===== src/rtl/sd_data_rx.sv =====
// SD card data-line block receiver: waits for the start bit, deserialises one block
// into 32-bit words on 1 or 4 lanes, checks the per-lane CRC16 and the stop bit.
//
// state      | meaning
// -----------+---------------------------------------------------------------
// IDLE       | waiting for start_i, configuration latched on acceptance
// WAIT_START | looking for the start bit, optional timeout down-counter runs
// DATA       | shifting data samples into words, per-lane CRC accumulates
// CRC        | 16 cycles collecting the received CRC of each used lane
// STOP       | stop-bit check and CRC compare, done_o follows
module sd_data_rx #(
  parameter int BLKSIZE_W = 12,
  parameter int TIMEOUT_W = 24
) (
  input  logic                 sd_clk,
  input  logic                 rst,
  input  logic                 start_i,
  input  logic                 abort_i,
  input  logic                 bus_4bit_i,
  input  logic [BLKSIZE_W-1:0] blksize_i,
  input  logic [TIMEOUT_W-1:0] timeout_i,
  input  logic [3:0]           dat_i,
  input  logic                 full_i,
  output logic                 wr_o,
  output logic [31:0]          dat_o,
  output logic                 busy_o,
  output logic                 done_o,
  output logic                 crc_err_o,
  output logic                 timeout_o,
  output logic                 overflow_o
);

  localparam int CNT_W = BLKSIZE_W + 3;
  localparam logic [CNT_W-1:0]     CNT_ONE    = CNT_W'(1);
  localparam logic [CNT_W-1:0]     CRC_LEN_M1 = CNT_W'(15);
  localparam logic [TIMEOUT_W-1:0] TMO_ONE    = TIMEOUT_W'(1);

  typedef enum logic [2:0] {
    IDLE,
    WAIT_START,
    DATA,
    CRC,
    STOP
  } state_t;

  state_t                 state_q, state_d;
  logic                   bus4_q;
  logic [BLKSIZE_W-1:0]   blksize_q;
  logic                   tmo_en_q;
  logic [TIMEOUT_W-1:0]   tmo_cnt_q;
  logic [CNT_W-1:0]       cnt_q;
  logic [4:0]             word_cnt_q;
  logic [31:0]            shift_q;
  logic [3:0][15:0]       crc_q;
  logic [3:0][15:0]       crc_rx_q;

  logic                   done_d, wr_d, tmo_hit, crc_chk;
  logic                   start_seen, cnt_tc, tmo_tc, word_tc;
  logic                   stop_bad, crc_bad;
  logic [3:0]             used;
  logic [31:0]            shift_d;
  logic [CNT_W-1:0]       data_len;

  function automatic logic [15:0] crc16_step(input logic [15:0] c, input logic b);
    logic fb;
    fb = c[15] ^ b;
    crc16_step = {c[14:0], 1'b0} ^ (fb ? 16'h1021 : 16'h0000);
  endfunction

  assign used       = bus4_q ? 4'hf : 4'h1;
  assign start_seen = bus4_q ? (dat_i == 4'h0) : ~dat_i[0];
  assign cnt_tc     = (cnt_q == '0);
  assign tmo_tc     = tmo_en_q && (tmo_cnt_q == TMO_ONE);
  assign word_tc    = (word_cnt_q == 5'd0);
  assign stop_bad   = |(~dat_i & used);
  assign shift_d    = bus4_q ? {shift_q[27:0], dat_i} : {shift_q[30:0], dat_i[0]};
  assign data_len   = bus4_q ? {2'b00, blksize_q, 1'b0} : {blksize_q, 3'b000};
  assign busy_o     = (state_q != IDLE);

  always_comb begin
    crc_bad = 1'b0;
    for (int l = 0; l < 4; l++) begin
      if (used[l] && (crc_q[l] != crc_rx_q[l])) crc_bad = 1'b1;
    end
  end

  always_comb begin
    state_d = state_q;
    done_d  = 1'b0;
    wr_d    = 1'b0;
    tmo_hit = 1'b0;
    crc_chk = 1'b0;
    if ((state_q != IDLE) && abort_i) begin
      state_d = IDLE;
    end else begin
      case (state_q)
        IDLE:       if (start_i) state_d = WAIT_START;
        WAIT_START: begin
          // a start bit arriving on the very last allowed cycle still wins
          if (start_seen) begin
            state_d = DATA;
          end else if (tmo_tc) begin
            state_d = IDLE;
            done_d  = 1'b1;
            tmo_hit = 1'b1;
          end
        end
        DATA: begin
          wr_d = word_tc;
          if (cnt_tc) state_d = CRC;
        end
        CRC:  if (cnt_tc) state_d = STOP;
        STOP: begin
          state_d = IDLE;
          done_d  = 1'b1;
          crc_chk = 1'b1;
        end
        default: state_d = IDLE;
      endcase
    end
  end

  always_ff @(posedge sd_clk or posedge rst) begin
    if (rst) begin
      state_q    <= IDLE;
      wr_o       <= 1'b0;
      dat_o      <= '0;
      done_o     <= 1'b0;
      crc_err_o  <= 1'b0;
      timeout_o  <= 1'b0;
      overflow_o <= 1'b0;
      bus4_q     <= 1'b0;
      blksize_q  <= '0;
      tmo_en_q   <= 1'b0;
      tmo_cnt_q  <= '0;
      cnt_q      <= '0;
      word_cnt_q <= '0;
      shift_q    <= '0;
      crc_q      <= '0;
      crc_rx_q   <= '0;
    end else begin
      state_q <= state_d;
      done_o  <= done_d;
      wr_o    <= wr_d;
      if (wr_o && full_i) overflow_o <= 1'b1;
      if (tmo_hit) timeout_o <= 1'b1;
      if (crc_chk && (stop_bad || crc_bad)) crc_err_o <= 1'b1;

      case (state_q)
        IDLE: begin
          if (start_i) begin
            bus4_q     <= bus_4bit_i;
            blksize_q  <= blksize_i;
            tmo_en_q   <= |timeout_i;
            tmo_cnt_q  <= timeout_i;
            word_cnt_q <= bus_4bit_i ? 5'd7 : 5'd31;
            shift_q    <= '0;
            crc_q      <= '0;
            crc_rx_q   <= '0;
            crc_err_o  <= 1'b0;
            timeout_o  <= 1'b0;
            overflow_o <= 1'b0;
          end
        end
        WAIT_START: begin
          if (!abort_i) begin
            if (start_seen) cnt_q <= data_len - CNT_ONE;
            else            tmo_cnt_q <= tmo_cnt_q - TMO_ONE;
          end
        end
        DATA: begin
          if (!abort_i) begin
            shift_q <= shift_d;
            for (int l = 0; l < 4; l++) begin
              if (used[l]) crc_q[l] <= crc16_step(crc_q[l], dat_i[l]);
            end
            if (word_tc) begin
              dat_o      <= shift_d;
              word_cnt_q <= bus4_q ? 5'd7 : 5'd31;
            end else begin
              word_cnt_q <= word_cnt_q - 5'd1;
            end
            cnt_q <= cnt_tc ? CRC_LEN_M1 : cnt_q - CNT_ONE;
          end
        end
        CRC: begin
          if (!abort_i) begin
            for (int l = 0; l < 4; l++) begin
              crc_rx_q[l] <= {crc_rx_q[l][14:0], dat_i[l]};
            end
            cnt_q <= cnt_q - CNT_ONE;
          end
        end
        default: ;
      endcase
    end
  end

endmodule

===== config.mk =====
export PLATFORM = sky130hd
export DESIGN_NAME = sd_data_rx
export DESIGN_NICKNAME = d
export VERILOG_FILES = /design/src/rtl/sd_data_rx.sv
export SDC_FILE = /design/constraint.sdc
export NUM_CORES = 1
export LEC_CHECK = 0
export BUFFER_PORTS_ARGS = -buffer_cell sky130_fd_sc_hd__buf_2
export CAP_MARGIN = 30
export CORE_ASPECT_RATIO = 1.75
export CORE_MARGIN = 10
export CORE_UTILIZATION = 25
export DETAILED_ROUTE_END_ITERATION = 8
export MAX_ROUTING_LAYER = met4
export SYNTH_ARGS = -nofsm -noshare
export SYNTH_HDL_FRONTEND = slang
export SYNTH_SLANG_ARGS = --single-unit

===== constraint.sdc =====
create_clock -name sd_clk -period 7.35 [get_ports sd_clk]
set_input_delay 0.3675 -clock sd_clk [delete_from_list [all_inputs] [get_ports sd_clk]]
set_output_delay 0.3675 -clock sd_clk [all_outputs]
set_load 0.1 [all_outputs]

After elaboration in Yosys (flattened, before gate mapping)
Cells that the tools add are included.
Storage, ports and cells
  flip-flop bits (word level): 257
  output and inout port bits: 38
  logic and storage cells: 158
Cells by class
  add/sub/neg operators: 4
  muxes and demuxes: 66
  bitwise logic cells: 12
  reduce and logical (&&, ||, !) cells: 31
  equality and inequality tests: 23
Operators with widths (count)
  $pmux W64 S2: 2
  $mux W64: 3
  $mux W15: 6
  $mux W24: 3
  $mux W16: 4
  $ne A16 B16 Y1: 4
  $xor A16 B13 Y16: 4
  $mux W31: 2
  $pmux W31 S2: 1
  $mux W13: 4
  $pmux W24 S2: 1
  $pmux W15 S3: 1
  $mux W32: 1
  $sub A15 B1 Y15 const B: 2
  $mux W5: 5
  $eq A24 B1 Y1 const B: 1
  $reduce_and A4 Y1: 6
  $reduce_or A24 Y1: 1
  $sub A24 B1 Y24 const B: 1
  $mux W1: 23
  $ne A2 B2 Y1 const B: 10
  $mux W3: 6
  $logic_not A15 Y1: 1
  $pmux W3 S4: 1
  other kinds (24): 43

Logic depth before layout (Yosys ltp)
Gate-level depths: netlist (run 1).
  depth in word-level cells: 11
  gate-level depth with buffers: 10
  mapped depth without buffers: 7

Worst setup path after synthesis (run 1)
No wires, ideal clock.
  kind: register to register
  from: reg bus4_q
  to: reg cnt_q[11]
  library setup time: 0.142 ns
  cell stages (with the launch flop): 10
  setup slack: 4.864 ns
  buffers on the path: 3
  arrival: 2.344 ns
  period minus slack after synthesis: 2.486 ns
  required time: 7.208 ns
  cells stage by stage: dfrtp_1 buf_2 buf_1 clkbuf_1 nand2_1 ha_1 o211ai_1 mux2_2 o21ai_0 o221ai_1
On the way
  cells in the longest elaborated chain, start to end: 5
  elaborated cells on any way between the ends: 8
  those cells by class: add/sub (1); eq/ne (1); mux (5); reduce/logical (1)
RTL lines
  from (decl): RTL line 47  | logic bus4_q;
  from (signal assigned): RTL line 152  | bus4_q <= bus_4bit_i;
  $mux W15: RTL line 77  | assign data_len = bus4_q ? {2'b00, blksize_q, 1'b0} : {blksize_q, 3'b000};
  $sub A15 B1 Y15: RTL line 167  | if (start_seen) cnt_q <= data_len - CNT_ONE;
  $mux W15: RTL line 167
  $mux W15: RTL line 166  | if (!abort_i) begin
  $pmux W15 S3: RTL line 149  | case (state_q)
  to (signal assigned): RTL line 167
  to (signal assigned): RTL line 183  | cnt_q <= cnt_tc ? CRC_LEN_M1 : cnt_q - CNT_ONE;
  to (signal assigned): RTL line 191  | cnt_q <= cnt_q - CNT_ONE;
  to (decl): RTL line 51  | logic [CNT_W-1:0] cnt_q;
Several ways; a longest one is shown, not always the timed one. The select of a mux whose other input is x is not followed.
A chain may end at the register's enable or synchronous reset.

Worst setup path after layout (run 1)
  from: reg bus4_q
  to: reg tmo_cnt_q[15]
On the way
  cells in the longest elaborated chain, start to end: 3
RTL lines
  $mux W1: RTL line 71  | assign start_seen = bus4_q ? (dat_i == 4'h0) : ~dat_i[0];
  $ne A2 B2 Y1 (no source line)
  $reduce_and A4 Y1 (no source line)
  to (signal assigned): RTL line 155  | tmo_cnt_q <= timeout_i;
  to (signal assigned): RTL line 168  | else tmo_cnt_q <= tmo_cnt_q - TMO_ONE;
  to (decl): RTL line 50  | logic [TIMEOUT_W-1:0] tmo_cnt_q;
No other way between the ends.

==> impl_summary.md, run 1 <==
Critical path
STA classifies the critical path endpoint as a flip-flop. In this run the worst path has a maximum fanout of 36. Walking the worst path, the cells encountered are buf_4 -> o31a_1 -> nor3_1 -> or4_1 -> o21ai_0 -> o21ai_0. The number of cells on the worst reg-to-reg path is 6. The worst setup path is launched from a flip-flop. The library cell contributing the largest single delay on the critical path is sky130_fd_sc_hd__or4_1. The worst setup path category is flip-flop to flip-flop. The arrival time of data at the critical path endpoint is ~3400 ps.

On the worst path, the slowest cell contributes a delay of approximately 800 ps. The cell that appears most often on the critical path is sky130_fd_sc_hd__o21ai_0. The data required time of the critical path is about 7800 ps.

Global routing
The via count of the first global-routing pass is 10052. The wire length of the first global-routing pass is roughly 55000 um. The total overflow left after global routing is 0. The total global routing track utilization is 0.115.

The number of antenna violations at the first check in global routing is 2. The maximum number of pins on one net before global-route repair is 175.

Timing
The count of final max-slew check failures is 0. The worst-case clock skew is roughly 8.8 ps. Timing would allow up to roughly 340 MHz. The smallest clock period supported by the final layout is computed as about 3000 ps. Setup repair after global routing left no endpoint under its margin.

The final period utilization is 0.405. Setup violations remaining at the end of the flow were counted as 0. The headroom to the max-slew limit is 0.330. The final setup TNS is 0 ps.

The count of final hold-check violations came to 0. For the pin with the worst max-slew slack, the measured transition is ~1000 ps.

Clock tree
The maximum buffer depth of the clock tree is 3. In this run, post-CTS hold repair placed 6 buffers. The clock-pin slew on the worst setup and hold paths is ~70 ps. Buffers inserted during clock tree synthesis total 25. TritonCTS built the clock tree. The master cell of the clock root buffer is sky130_fd_sc_hd__clkbuf_16. The clock latency on the worst-skew pair is about 560 ps. Counting every sink on the clock net gives around 260. The post-CTS setup buffer count is 0. After clock tree synthesis, the repair step resized 0 gates. The number of H-tree levels is 1.

Pwr
Of the total power, the clock network draws 0.291. The worst voltage drop across the vdd grid is between 0.1 and 0.15 mV. Of the total power, the share spent switching nets is 0.391. The net load switching power is around 1.8 mW. The power density normalized to cell area is around 320 mW/mm^2. The part of the total power dissipated in combinational logic is 0.308. The sequential fraction of design power is 0.401. Cell internal power was estimated by the tool at around 2.8 mW. Summing internal, switching and leakage power gives 4.64 mW. Summed over all cells, the static leakage comes to 6.98 nW.

Die
The horizontal die dimension is 190 um. The core region is between 0.04 and 0.05 mm^2. 84 I/O pins were placed.

From bottom edge to top edge, the die measures between 300 and 400 um. The die covers about 0.06 mm^2. For this configuration, the core starts out at a cell density of 0.254. After floorplanning, the core was divided into ~110 placement rows.

Route
The routed via count divided by cell count is slightly below 5. The antenna violation net count after detailed routing is 0. The routed length per instance is roughly 17 um. The final route contains between 10000 and 15000 vias.

Routed signal wires occupy layers up through met4. Wires add up to 34300 um. The routed length on met1 is approximately 14000 um. The violation count after the first detailed-routing iteration is approximately 750.

Detailed routing placed a total of about 1400 um of wire on met3. After detailed routing, the number of remaining DRC violations is 0. The pre-antenna-repair detailed-routing pass consisted of 5 iterations.

The routed length on met2 is about 18000 um.

Synth
The share of the Yosys chip area taken by registers is 0.510. The yosys synthesis warning count is 0. After synthesis, the netlist uses between 60 and 70 different library cells.

The synthesized design contains about 260 register bits. After synthesis the cells add up to approximately 0.013 mm^2. Averaged over all synthesized cells, the footprint is 9.40 um^2. sky130_fd_sc_hd__dfrtp_1 takes more of the synthesized area than any other cell.

The number of synthesized flops with an enable pin is 0. The fraction of post-synthesis cell area in the top cell type by area is 0.510. sky130_fd_sc_hd__nand2_1 is the most common cell in the netlist. The synthesized netlist cell count is around 1300. The fraction of registers with async set or reset after synthesis is 1.00. The most instantiated flip-flop cell in the synthesis netlist is sky130_fd_sc_hd__dfrtp_1.

The net count of the mapped netlist is about 1400. In the synthesized netlist, the cells that appear most often are sky130_fd_sc_hd__nand2_1, sky130_fd_sc_hd__dfrtp_1, sky130_fd_sc_hd__nor2_1, sky130_fd_sc_hd__nand3_1, sky130_fd_sc_hd__clkbuf_1. By area the synthesized netlist is led by sky130_fd_sc_hd__dfrtp_1, sky130_fd_sc_hd__nand2_1, sky130_fd_sc_hd__xor2_1.

Min path
The worst hold path was traced through 3 stages. The min-delay analysis places its worst path in the category primary input to flip-flop.

Final layout
The number of non-filler instances in the completed layout is between 2000 and 2500. In the final layout, the share of cells above drive strength 1 is 0.119. The number of nets in the final layout is between 1000 and 1500. Fill cells in the final layout number ~5300.

The post-synthesis to final-layout area growth is 15.7%.

Place
The number of I/O port buffers is between 80 and 90. The wire-length estimate of the detail-placed layout is around 23000 um. The count of placed standard cells including taps is roughly 2000.

The final estimated routing congestion in global placement is around 0.81.

Status
The flow ran to the end, and the final reports show no timing, DRC or antenna violations.

Job
The reported max-cap violation count is 0.
==> path summary, 6_finish.rpt <==
| path | startpoint | to | slack (ps) |
|---|---|---|---|
| setup / recovery | bus4_q | tmo_cnt_q[15] | 4370 |
| hold / removal | blksize_i[1] | blksize_q[1] | 10 |
| setup reg to reg | bus4_q | tmo_cnt_q[15] | 4370 |
| hold reg to reg | shift_q[29] | shift_q[29] | 480 |
| max in group asynchronous | rst | crc_q[8] | 4870 |
| min in group asynchronous | rst | dat_o[23] | 330 |
==> cell usage in the layout (no fill, tap or decap), types with 5 or more instances in the layout <==
master                          netlist  routed
sky130_fd_sc_hd__a21oi_1             68      67
sky130_fd_sc_hd__a22o_1              51      50
sky130_fd_sc_hd__and2_1               7       7
sky130_fd_sc_hd__buf_2               17      83
sky130_fd_sc_hd__buf_4                0      12
sky130_fd_sc_hd__clkbuf_16            0      25
sky130_fd_sc_hd__clkinv_2             0       6
sky130_fd_sc_hd__dfrtp_1            257     256
sky130_fd_sc_hd__dlygate4sd3_1        0       6
sky130_fd_sc_hd__ha_1                 6       6
sky130_fd_sc_hd__inv_1               17      16
sky130_fd_sc_hd__mux2i_1             37      37
sky130_fd_sc_hd__nand2_1            272     272
sky130_fd_sc_hd__nand2b_1             5       5
sky130_fd_sc_hd__nand3_1             74      74
sky130_fd_sc_hd__nand4_1              8       8
sky130_fd_sc_hd__nor2_1              84      83
sky130_fd_sc_hd__nor3_1              20      19
sky130_fd_sc_hd__nor3b_1              8       8
sky130_fd_sc_hd__nor4_1              31      30
sky130_fd_sc_hd__o211ai_1             9       9
sky130_fd_sc_hd__o21a_1               5       5
sky130_fd_sc_hd__o21ai_0             58      57
sky130_fd_sc_hd__o22ai_1              8       8
sky130_fd_sc_hd__o31ai_1             36      36
sky130_fd_sc_hd__o41ai_1              9       9
sky130_fd_sc_hd__or3_1                7       7
sky130_fd_sc_hd__or4_1                7       7
sky130_fd_sc_hd__xnor2_1              9       9
sky130_fd_sc_hd__xor2_1              68      68
==> power groups by stage <==
| stage | Combinational [mW] | Clock, mW | Sequential, mW |
|---|---|---|---|
| floorplan | 1.16 | 0 | 1.75 |
| global placement | 1.39 | 0 | 1.86 |
| detailed placement | 1.44 | 0 | 1.88 |
| CTS | 1.44 | 1.39 | 1.85 |
| global route | 1.59 | 1.44 | 1.89 |
| finish | 1.43 | 1.35 | 1.86 |
==> flip-flops by register name, indices dropped and copies added (netlist names), 3 cells and up <==
register / count
state_q: 3
dat_o: 32
blksize_q: 12
crc_rx_q: 64
crc_q: 64
cnt_q: 15
shift_q: 31
tmo_cnt_q: 24
word_cnt_q: 5
==> final cells by class <==
type,count,area (um^2),area share
diodes,2,5.00,0.000343
inverters,18,71.3,0.00489
well taps,660,826,0.0566
clock inverters,15,184,0.0126
multi-input cells,973,5800,0.398
repair buffers,104,617,0.0423
flip-flops and latches,257,6430,0.441
clock buffers,29,651,0.0446
==> metrics by stage <==
| stage | utilization | hold slack (ps) | setup WS [ps] | area, um^2 |
|---|---|---|---|---|
| 6_report | 0.293 | 14.4 | 4370 | 14600 |
| 5_1_grt | 0.293 | 30.0 | 4170 | 14600 |
| 4_1_cts | 0.293 | 2.76 | 4390 | 14600 |
| 3_5_place_dp | 0.275 | 363 | 4420 | 13700 |
| 3_3_place_gp | 0.274 | 354 | 4300 | 13600 |
| 2_1_floorplan | - | 448 | 3600 | 12600 |
==> critical path: cells and delay by family, from the launching register on <==
family,cells,cell delay [ps]
DFF,1,680
buffers and inverters,1,590
AOI/OAI and AO/OA,3,630
and+or+nand+nor,2,900
==> cells by family after synthesis <==
group / Yosys count / synth area share
and+or+nand+nor: 549 / 0.199
AOI/OAI and AO/OA: 301 / 0.164
DFF: 257 / 0.510
buffers and inverters: 111 / 0.0347
xor gates and xnor gates: 77 / 0.0535
muxes: 40 / 0.0321
adders and majority gates: 6 / 0.00595
==> layer usage <==
layer  up-vias  global-route usage
met1      4996               0.127
met2       204               0.203
li1       4837                   -
met5         -                   -
met4         0              0.0472
met3        67              0.0161
Power figures use the tool's default switching activity.
==> run 2, diff against run 1 <==
Settings changed: ABC_AREA set to 1.
Clock period 7.35 ns to 2.8 ns, I/O delays scaled along.
==> run 2 against run 1 <==
Hold slack lost 0.73 ps. Sequential power grew to 2.5 times the previous value. Die area grew 1.9%. Register-to-register slack lost 3800 ps. Clock power increased to 2.5 times the previous value. Synthesized area up 2.1%. First-iteration DRC count is 20% lower. Via count increased by 10%. Cell count increased by 16%. Design area up 4.6%. Setup slack worse by 3800 ps. Combinational power increased to 3.5 times the previous value. Critical path type unchanged. Highest routed layer unchanged.
==> impl_summary.md, run 2 <==
Pwr
The total power was 13.1 mW (was 4.64 mW). The sequential fraction of design power is 0.361 (was 0.401). The fraction of power spent switching nets is 0.423 (was 0.391).

The clock share of power was 0.259 (was 0.291). The internal portion of total power was 7.55 mW (was 2.83 mW). The power density normalized to cell area was 857 mW/mm^2 (was 318 mW/mm^2).

The net load switching power was 5.53 mW (was 1.82 mW). The standby leakage power is 7.13 nW (was 6.98 nW). The worst voltage drop across the vdd grid is 0.528 mV (was 0.147 mV). The part of the total power dissipated in combinational logic is 0.380 (was 0.308).

Timing
The headroom to the max-slew limit is 0.496 (was 0.330). RSZ-0062 raised after global routing: no (unchanged). The final setup TNS is 0 ps (unchanged). The top achievable clock speed is 443 MHz (was 336 MHz). The transition time at the pin with the least slew margin came to 756 ps (was 1000 ps). The final period utilization is 0.807 (was 0.405). The count of final max-slew check failures came to 0 (unchanged). The count of final hold-check violations is 0 (unchanged).

The smallest hold slack is 13.6 ps (was 14.4 ps). The worst-case clock skew is 16.6 ps (was 8.82 ps). The final critical delay including setup and external delays was 2260 ps (was 2980 ps). The final setup violation count is 0 (unchanged).

The final worst setup slack was 542 ps (was 4370 ps).

Final layout
The post-synthesis to final-layout area growth is 18.6% (was 15.7%). The number of non-filler instances in the completed layout is 2393 (was 2058). The proportion of layout cells with a drive suffix above 1 is 0.108 (was 0.119).

Most used cells in the layout excluding fill and tap cells: sky130_fd_sc_hd__nand2_1, sky130_fd_sc_hd__dfrtp_1, sky130_fd_sc_hd__o21ai_0 (was sky130_fd_sc_hd__nand2_1, sky130_fd_sc_hd__dfrtp_1, sky130_fd_sc_hd__nor2_1, sky130_fd_sc_hd__buf_2, sky130_fd_sc_hd__nand3_1). The end-of-flow core utilization is 0.298 (was 0.293). The post-layout instance area is 0.0153 mm^2 (was 0.0146 mm^2).

The number of nets in the final layout came to 1752 (was 1431). The most frequent standard cell in the layout excluding fill and tap cells was sky130_fd_sc_hd__nand2_1 (unchanged). The total of fill cells in the finished design is 5500 (was 5330). Leading registers by flop count: crc_q (64), crc_rx_q (64), dat_o (32) (unchanged).

Route
The total number of vias is 11161 (was 10104). The violation count after the first detailed-routing iteration is 599 (was 752). The length of the first detailed-routing pass in iterations is 4 (was 5). The routed via count divided by cell count is 4.66 (was 4.91).

The routed wire length came to 35700 um (was 34300 um). The final routed DRC violation total is 0 (unchanged). The antenna violation net count after detailed routing was 0 (unchanged). The routed length per instance is 14.9 um (was 16.7 um).

Critical path
The number of cells on the worst reg-to-reg path is 9 (was 6). The combined buffer and inverter count along the critical path is 2 (was 1). The worst setup path category is flip-flop to flip-flop (unchanged). The kind of cell adding the most delay to the critical path was simple AND/OR/NAND/NOR gates (unchanged). List of cells traversed by the critical path: o21ai_0 -> nand3_1 -> nand2_1 -> nand4_1 -> buf_4 -> inv_1 -> o21ai_0 -> nand2_1 -> o21ai_0 (was buf_4 -> o31a_1 -> nor3_1 -> or4_1 -> o21ai_0 -> o21ai_0). The element type at the critical path start is a flip-flop (unchanged).

The worst reg2reg path startpoint is bus4_q (unchanged). The critical-path maximum fanout came to 20 (was 36). The delay of the slowest cell on the worst path is 520 ps (was 800 ps). The data required time of the critical path came to 3220 ps (was 7760 ps). The cell occurring most often along the worst timing path is sky130_fd_sc_hd__o21ai_0 (unchanged).

The arrival time of data at the critical path endpoint is 2680 ps (was 3390 ps). The worst reg2reg path endpoint is cnt_q[10] (was tmo_cnt_q[15]). The endpoint type of the worst setup path is a flip-flop (unchanged). The library cell contributing the largest single delay on the critical path is sky130_fd_sc_hd__dfrtp_2 (was sky130_fd_sc_hd__or4_1). The worst-case register-to-register setup slack is 540 ps (was 4370 ps).

Synth
The fraction of registers with async set or reset after synthesis came to 1.00 (unchanged). The dominant combinational cell family by area after synthesis is simple AND/OR/NAND/NOR gates (unchanged). The most instantiated library cell after synthesis is sky130_fd_sc_hd__nand2_1 (unchanged). The fraction of the mapped netlist area in simple logic gates is 0.221 (was 0.199). Top post-synthesis cells by area: sky130_fd_sc_hd__dfrtp_1, sky130_fd_sc_hd__nand2_1, sky130_fd_sc_hd__o21ai_0 (was sky130_fd_sc_hd__dfrtp_1, sky130_fd_sc_hd__nand2_1, sky130_fd_sc_hd__xor2_1). The post-synthesis register bit count is 257 (unchanged).

The sequential fraction of the synthesis area is 0.500 (was 0.510). The post-synthesis area per instance is 8.02 um^2 (was 9.40 um^2). The library cell occupying the most area in the post-synthesis netlist is sky130_fd_sc_hd__dfrtp_1 (unchanged).

The net count of the mapped netlist is 1656 (was 1393). The most instantiated flip-flop cell in the synthesis netlist was sky130_fd_sc_hd__dfrtp_1 (unchanged). The multiplexer share of the synthesized area is 0 (was 0.0321). The fraction of post-synthesis cell area in the top cell type by area is 0.500 (was 0.510). The area fraction in compound gates after synthesis is 0.143 (was 0.164). The synthesized-area fraction occupied by adder cells came to 0.00583 (was 0.00595). The synthesized netlist cell count was 1604 (was 1341). The number of unique standard cell types used by synthesis is 37 (was 69). The synthesized cell area is 0.0129 mm^2 (was 0.0126 mm^2).

The xor/xnor cell area share of the yosys netlist is 0.0470 (was 0.0535). Leading post-synthesis cells by instance count: sky130_fd_sc_hd__nand2_1, sky130_fd_sc_hd__dfrtp_1, sky130_fd_sc_hd__inv_1, sky130_fd_sc_hd__o21ai_0, sky130_fd_sc_hd__nand3_1 (was sky130_fd_sc_hd__nand2_1, sky130_fd_sc_hd__dfrtp_1, sky130_fd_sc_hd__nor2_1, sky130_fd_sc_hd__nand3_1, sky130_fd_sc_hd__clkbuf_1). The yosys synthesis warning count is 0 (unchanged). The number of synthesized flops with an enable pin is 0 (unchanged).

Min path
The hold path endpoint is tmo_cnt_q[12] (was blksize_q[1]). The cell count of the worst hold path came to 5 (was 3). The worst min-delay path category is primary input to flip-flop (unchanged). The origin of the worst min-delay path is timeout_i[12] (was blksize_i[1]).

Die
The placeable core area was 0.0512 mm^2 (was 0.0497 mm^2). The number of standard-cell rows in the floorplan is 110 (was 108). The initial core utilization is 0.251 (was 0.254). The vertical die dimension is 320 um (was 317 um).

The horizontal die dimension is 191 um (was 190 um). The full die area is 0.0613 mm^2 (was 0.0602 mm^2). The number of top-level design ports is 84 (unchanged).

Clock tree
The maximum buffer depth of the clock tree is 3 (unchanged). The TritonCTS buffer count is 25 (unchanged). The master cell of the clock root buffer is sky130_fd_sc_hd__clkbuf_16 (unchanged).

The post-CTS setup buffer count is 0 (unchanged). The TritonCTS clock tree is built (unchanged). The total of cells resized after clock tree synthesis was 0 (unchanged).

The count of hold buffers inserted by post-cts repair was 38 (was 6). The clock latency on the worst-skew pair is 550 ps (was 560 ps). The clock-pin slew on the worst setup and hold paths came to 70 ps (about the same).

The number of H-tree levels is 1 (unchanged). The total clock sinks was 257 (unchanged).

Global routing
The maximum number of pins on one net before global-route repair is 72 (was 175). The wire length of the first global-routing pass came to 58200 um (was 55300 um). The number of antenna violations at the first check in global routing came to 2 (unchanged). The total global routing track utilization is 0.118 (was 0.115). The total congestion overflow came to 0 (unchanged). The via count of the first global-routing pass was 11572 (was 10052).

Place
The half-perimeter wire length after placement is 24500 um (was 23500 um). The final estimated routing congestion in global placement is 0.866 (was 0.815). The total placed instance area is 0.0141 mm^2 (was 0.0137 mm^2). The number of I/O port buffers was 83 (unchanged). The count of placed standard cells including taps came to 2307 (was 2006).

The post-placement worst setup slack is 572 ps (was 4420 ps).

Status
Outcome: finished clean (unchanged).

Job
The reported max-cap violation count was 0 (unchanged).
[run 2: power groups by stage]
stage	combinational [mW]	sequential (mW)	clock, mW
finish	4.97	4.72	3.39
global route	5.61	4.79	3.61
CTS	4.99	4.72	3.47
detailed placement	4.92	4.78	0
global placement	4.87	4.77	0
floorplan	3.53	4.86	0
[run 2: worst max path at each step]
stage | depth (start not counted) | to | slack, ps | startpoint
after floorplan | 1 | blksize_q[0] | -730 | rst
after global placement | 9 | cnt_q[10] | 630 | bus4_q
after detailed placement | 9 | cnt_q[10] | 570 | bus4_q
after CTS | 9 | cnt_q[10] | 540 | bus4_q
after global routing | 8 | cnt_q[13] | 340 | bus4_q
final | 9 | cnt_q[10] | 540 | bus4_q
[run 2: cell families after synthesis]
| family | after synthesis |
|---|---|
| simple gates | 673 |
| compound gates | 327 |
| flops | 257 |
| fa+ha+maj | 6 |
| xor+xnor | 69 |
| buf+inv | 272 |
[run 2: area by class of cell]
| cell class | instances | area [um^2] | area share |
|---|---|---|---|
| clock buffers | 32 | 692 | 0.0453 |
| flip-flops and latches | 257 | 6430 | 0.422 |
| multi-input cells | 1075 | 5370 | 0.352 |
| repair buffers | 151 | 1080 | 0.0710 |
| diodes | 2 | 5.00 | 0.000328 |
| clock inverters | 14 | 114 | 0.00746 |
| well taps | 672 | 841 | 0.0551 |
| inverters | 190 | 717 | 0.0470 |
[run 2: worst min-delay path: cells and delay by family]
kind | cells | cell delay [ps]
AO/OA/AOI/OAI | 3 | 210
buffers and inverters | 2 | 160
[run 2: metal layers]
layer	global-route usage	share of wire	vias to the layer above
met5	-	0	-
met4	0.0564	0.042	0
met3	0.0174	0.041	86
met2	0.212	0.53	198
met1	0.122	0.39	5418
li1	-	-	5459
==> run 3, diff against run 2 <==
Clock period 2.8 ns to 2.1 ns, I/O delays scaled along.
==> run 3 against run 2 <==
Sequential power up 33%. Critical path depth is 2 higher. Flip-flop and latch count stayed put. Die area unchanged. Clock skew grew 8.2 ps. Hold slack improved by 37 ps. Combinational power up 44%. Design area is 2.5% higher. Register-to-register slack got worse by 380 ps. Wire length rose by 2.7%. Largest cell class unchanged. Highest routed layer unchanged.
==> impl_summary.md, run 3 (synthesis gave the netlist of run 2 again) <==
Timing
The final worst setup slack is 163 ps (was 542 ps). The count of final hold-check violations came to 0 (unchanged). The transition time at the pin with the least slew margin is 866 ps (was 756 ps). The final critical delay including setup and external delays is 1940 ps (was 2260 ps). The headroom to the max-slew limit was 0.423 (was 0.496). The final period utilization came to 0.923 (was 0.807). The final setup violation count came to 0 (unchanged). The worst-case clock skew is 24.9 ps (was 16.6 ps).

The top achievable clock speed is 516 MHz (was 443 MHz). RSZ-0062 raised after global routing: no (unchanged). The count of final max-slew check failures came to 0 (unchanged).

Die
The number of top-level design ports is 84 (unchanged). The placeable core area is 0.0512 mm^2 (unchanged). The full die area is 0.0613 mm^2 (unchanged).

The initial core utilization is 0.251 (unchanged). The vertical die dimension is 320 um (unchanged). The number of standard-cell rows in the floorplan is 110 (unchanged). The horizontal die dimension is 191 um (unchanged).

Global routing
The via count of the first global-routing pass is 11771 (was 11572). The total congestion overflow is 0 (unchanged). The number of antenna violations at the first check in global routing is 3 (was 2).

The total global routing track utilization is 0.122 (was 0.118). The maximum number of pins on one net before global-route repair is 65 (was 72). The wire length of the first global-routing pass came to 60300 um (was 58200 um).

Pwr
The total power was 18.0 mW (was 13.1 mW). The standby leakage power is 7.31 nW (was 7.13 nW). The worst voltage drop across the vdd grid is 0.561 mV (was 0.528 mV).

The power density normalized to cell area is 1150 mW/mm^2 (was 857 mW/mm^2).

Final layout
The total of fill cells in the finished design is 5439 (was 5500). The proportion of layout cells with a drive suffix above 1 is 0.120 (was 0.108). Leading registers by flop count: crc_q (64), crc_rx_q (64), dat_o (32) (unchanged). The number of non-filler instances in the completed layout is 2415 (was 2393). The number of nets in the final layout came to 1773 (was 1752). Most used cells in the layout excluding fill and tap cells: sky130_fd_sc_hd__nand2_1, sky130_fd_sc_hd__dfrtp_1, sky130_fd_sc_hd__inv_1 (was sky130_fd_sc_hd__nand2_1, sky130_fd_sc_hd__dfrtp_1, sky130_fd_sc_hd__o21ai_0). The most frequent standard cell in the layout excluding fill and tap cells is sky130_fd_sc_hd__nand2_1 (unchanged). The post-synthesis to final-layout area growth is 21.6% (was 18.6%). The end-of-flow core utilization came to 0.305 (was 0.298).

Route
The routed length on met3 is 1600 um (was 1470 um). The uppermost layer routed is met4 (unchanged). The routed length per instance was 15.2 um (was 14.9 um). The violation count after the first detailed-routing iteration came to 572 (was 599). The routed via count divided by cell count was 4.67 (was 4.66). The routed wire length was 36600 um (was 35700 um). The final routed DRC violation total came to 0 (unchanged). The routed length on met2 is 19400 um (was 18900 um). The routed length on met1 is 13900 um (was 13800 um). The total number of vias is 11288 (was 11161).

The antenna violation net count after detailed routing is 0 (unchanged). The length of the first detailed-routing pass in iterations is 5 (was 4).

Status
Outcome: finished clean (unchanged).

Critical path
The start point of the critical path is state_q[1] (was bus4_q). The worst-case register-to-register setup slack is 160 ps (was 540 ps). The arrival time of data at the critical path endpoint is 2340 ps (was 2680 ps). The cell occurring most often along the worst timing path was sky130_fd_sc_hd__inv_2 (was sky130_fd_sc_hd__o21ai_0). The worst reg2reg path startpoint is state_q[1] (was bus4_q). The worst setup path category is flip-flop to flip-flop (unchanged). The library cell contributing the largest single delay on the critical path was sky130_fd_sc_hd__dfrtp_1 (was sky130_fd_sc_hd__dfrtp_2).

The end of the critical path is crc_q[23] (was cnt_q[10]). The number of cells on the worst reg-to-reg path came to 11 (was 9). The element type at the critical path start is a flip-flop (unchanged).

The critical-path maximum fanout is 21 (was 20). List of cells traversed by the critical path: nor2_1 -> inv_2 -> nor2_4 -> inv_2 -> nor2_4 -> inv_2 -> nand2_1 -> o21ai_2 -> a21oi_4 -> buf_4 -> o22ai_1 (was o21ai_0 -> nand3_1 -> nand2_1 -> nand4_1 -> buf_4 -> inv_1 -> o21ai_0 -> nand2_1 -> o21ai_0). The delay of the slowest cell on the worst path is 410 ps (was 520 ps).

The worst reg2reg path endpoint is crc_q[23] (was cnt_q[10]). The endpoint type of the worst setup path is a flip-flop (unchanged). The data required time of the critical path is 2500 ps (was 3220 ps).

Clock tree
The TritonCTS clock tree is built (unchanged). The clock latency on the worst-skew pair came to 550 ps (about the same). The TritonCTS buffer count is 24 (was 25). The master cell of the clock root buffer is sky130_fd_sc_hd__clkbuf_16 (unchanged). The number of H-tree levels is 1 (unchanged). The total clock sinks was 257 (unchanged). The clock-pin slew on the worst setup and hold paths came to 70 ps (about the same). The maximum buffer depth of the clock tree was 3 (unchanged).

Job
The reported max-cap violation count is 0 (unchanged).

Place
The number of I/O port buffers came to 83 (unchanged). The half-perimeter wire length after placement is 25300 um (was 24500 um). The post-placement worst setup slack was 91.1 ps (was 572 ps). The count of placed standard cells including taps was 2323 (was 2307). The final estimated routing congestion in global placement came to 0.886 (was 0.866).

Min path
The worst min-delay path category is primary input to flip-flop (unchanged).
run 3: cell types whose count changed in the layout (fill, tap and decap cells not counted), moves of 3 or more:
cell                            change
sky130_fd_sc_hd__clkinvlp_4         -3
sky130_fd_sc_hd__dlygate4sd3_1      +4
sky130_fd_sc_hd__nor2_1             -4
sky130_fd_sc_hd__nor2_2             +3
sky130_fd_sc_hd__buf_4              +5
sky130_fd_sc_hd__buf_12            +13
sky130_fd_sc_hd__o21ai_0            -3
run 3: worst min-delay path by stage:
stage | start | to | cells past startpoint
2_1_floorplan | blksize_i[5] | blksize_q[5] | 2
3_3_place_gp | blksize_i[10] | blksize_q[10] | 3
3_5_place_dp | blksize_i[10] | blksize_q[10] | 3
4_1_cts | timeout_i[20] | tmo_cnt_q[20] | 5
5_1_grt | timeout_i[20] | tmo_cnt_q[20] | 5
6_report | timeout_i[20] | tmo_cnt_q[20] | 5
run 3: layout make-up:
class	count	area [um^2]	share of cell area
repair buffers	173	1420	0.0909
diodes	4	10.0	0.000640
multi-input cells	1075	5410	0.346
inverters	190	717	0.0458
flip-flops and latches	257	6430	0.411
clock inverters	10	115	0.00736
well taps	672	841	0.0538
clock buffers	34	698	0.0446
run 3: critical path, delay by kind of cell, from the launching register on:
kind | cells | cell delay [ps]
compound gates | 3 | 370
buf+inv | 4 | 510
flops | 1 | 410
simple gates | 4 | 500
run 3: power breakdown:
part,switching [mW],internal (mW)
Clock,2.01,2.58
Combinational,4.92,2.23
Sequential,0.581,5.71
run 3: through the flow:
step / instance area (um^2) / TNS (ps) / hold WS, ps
finish: 15600 / 0 / 51.0
global route: 15600 / 0 / 63.2
CTS: 15600 / 0 / 13.1
detailed placement: 14400 / 0 / 321
global placement: 14400 / 0 / 314
floorplan: 12900 / -357390 / 222
run 3: layer usage:
layer | GRT usage | vias to the layer above
met3 | 0.0164 | 104
met2 | 0.220 | 254
met5 | - | -
met1 | 0.126 | 5443
met4 | 0.0639 | 0
li1 | - | 5487
run 3: repair_timing:
item / 4_1_cts / 5_1_grt
hold buffers: 42 / 0
setup endpoints to repair: 0 / 10
buffers inserted: 0 / 2
resized for setup: 0 / 13
hold endpoints to repair: 59 / 0
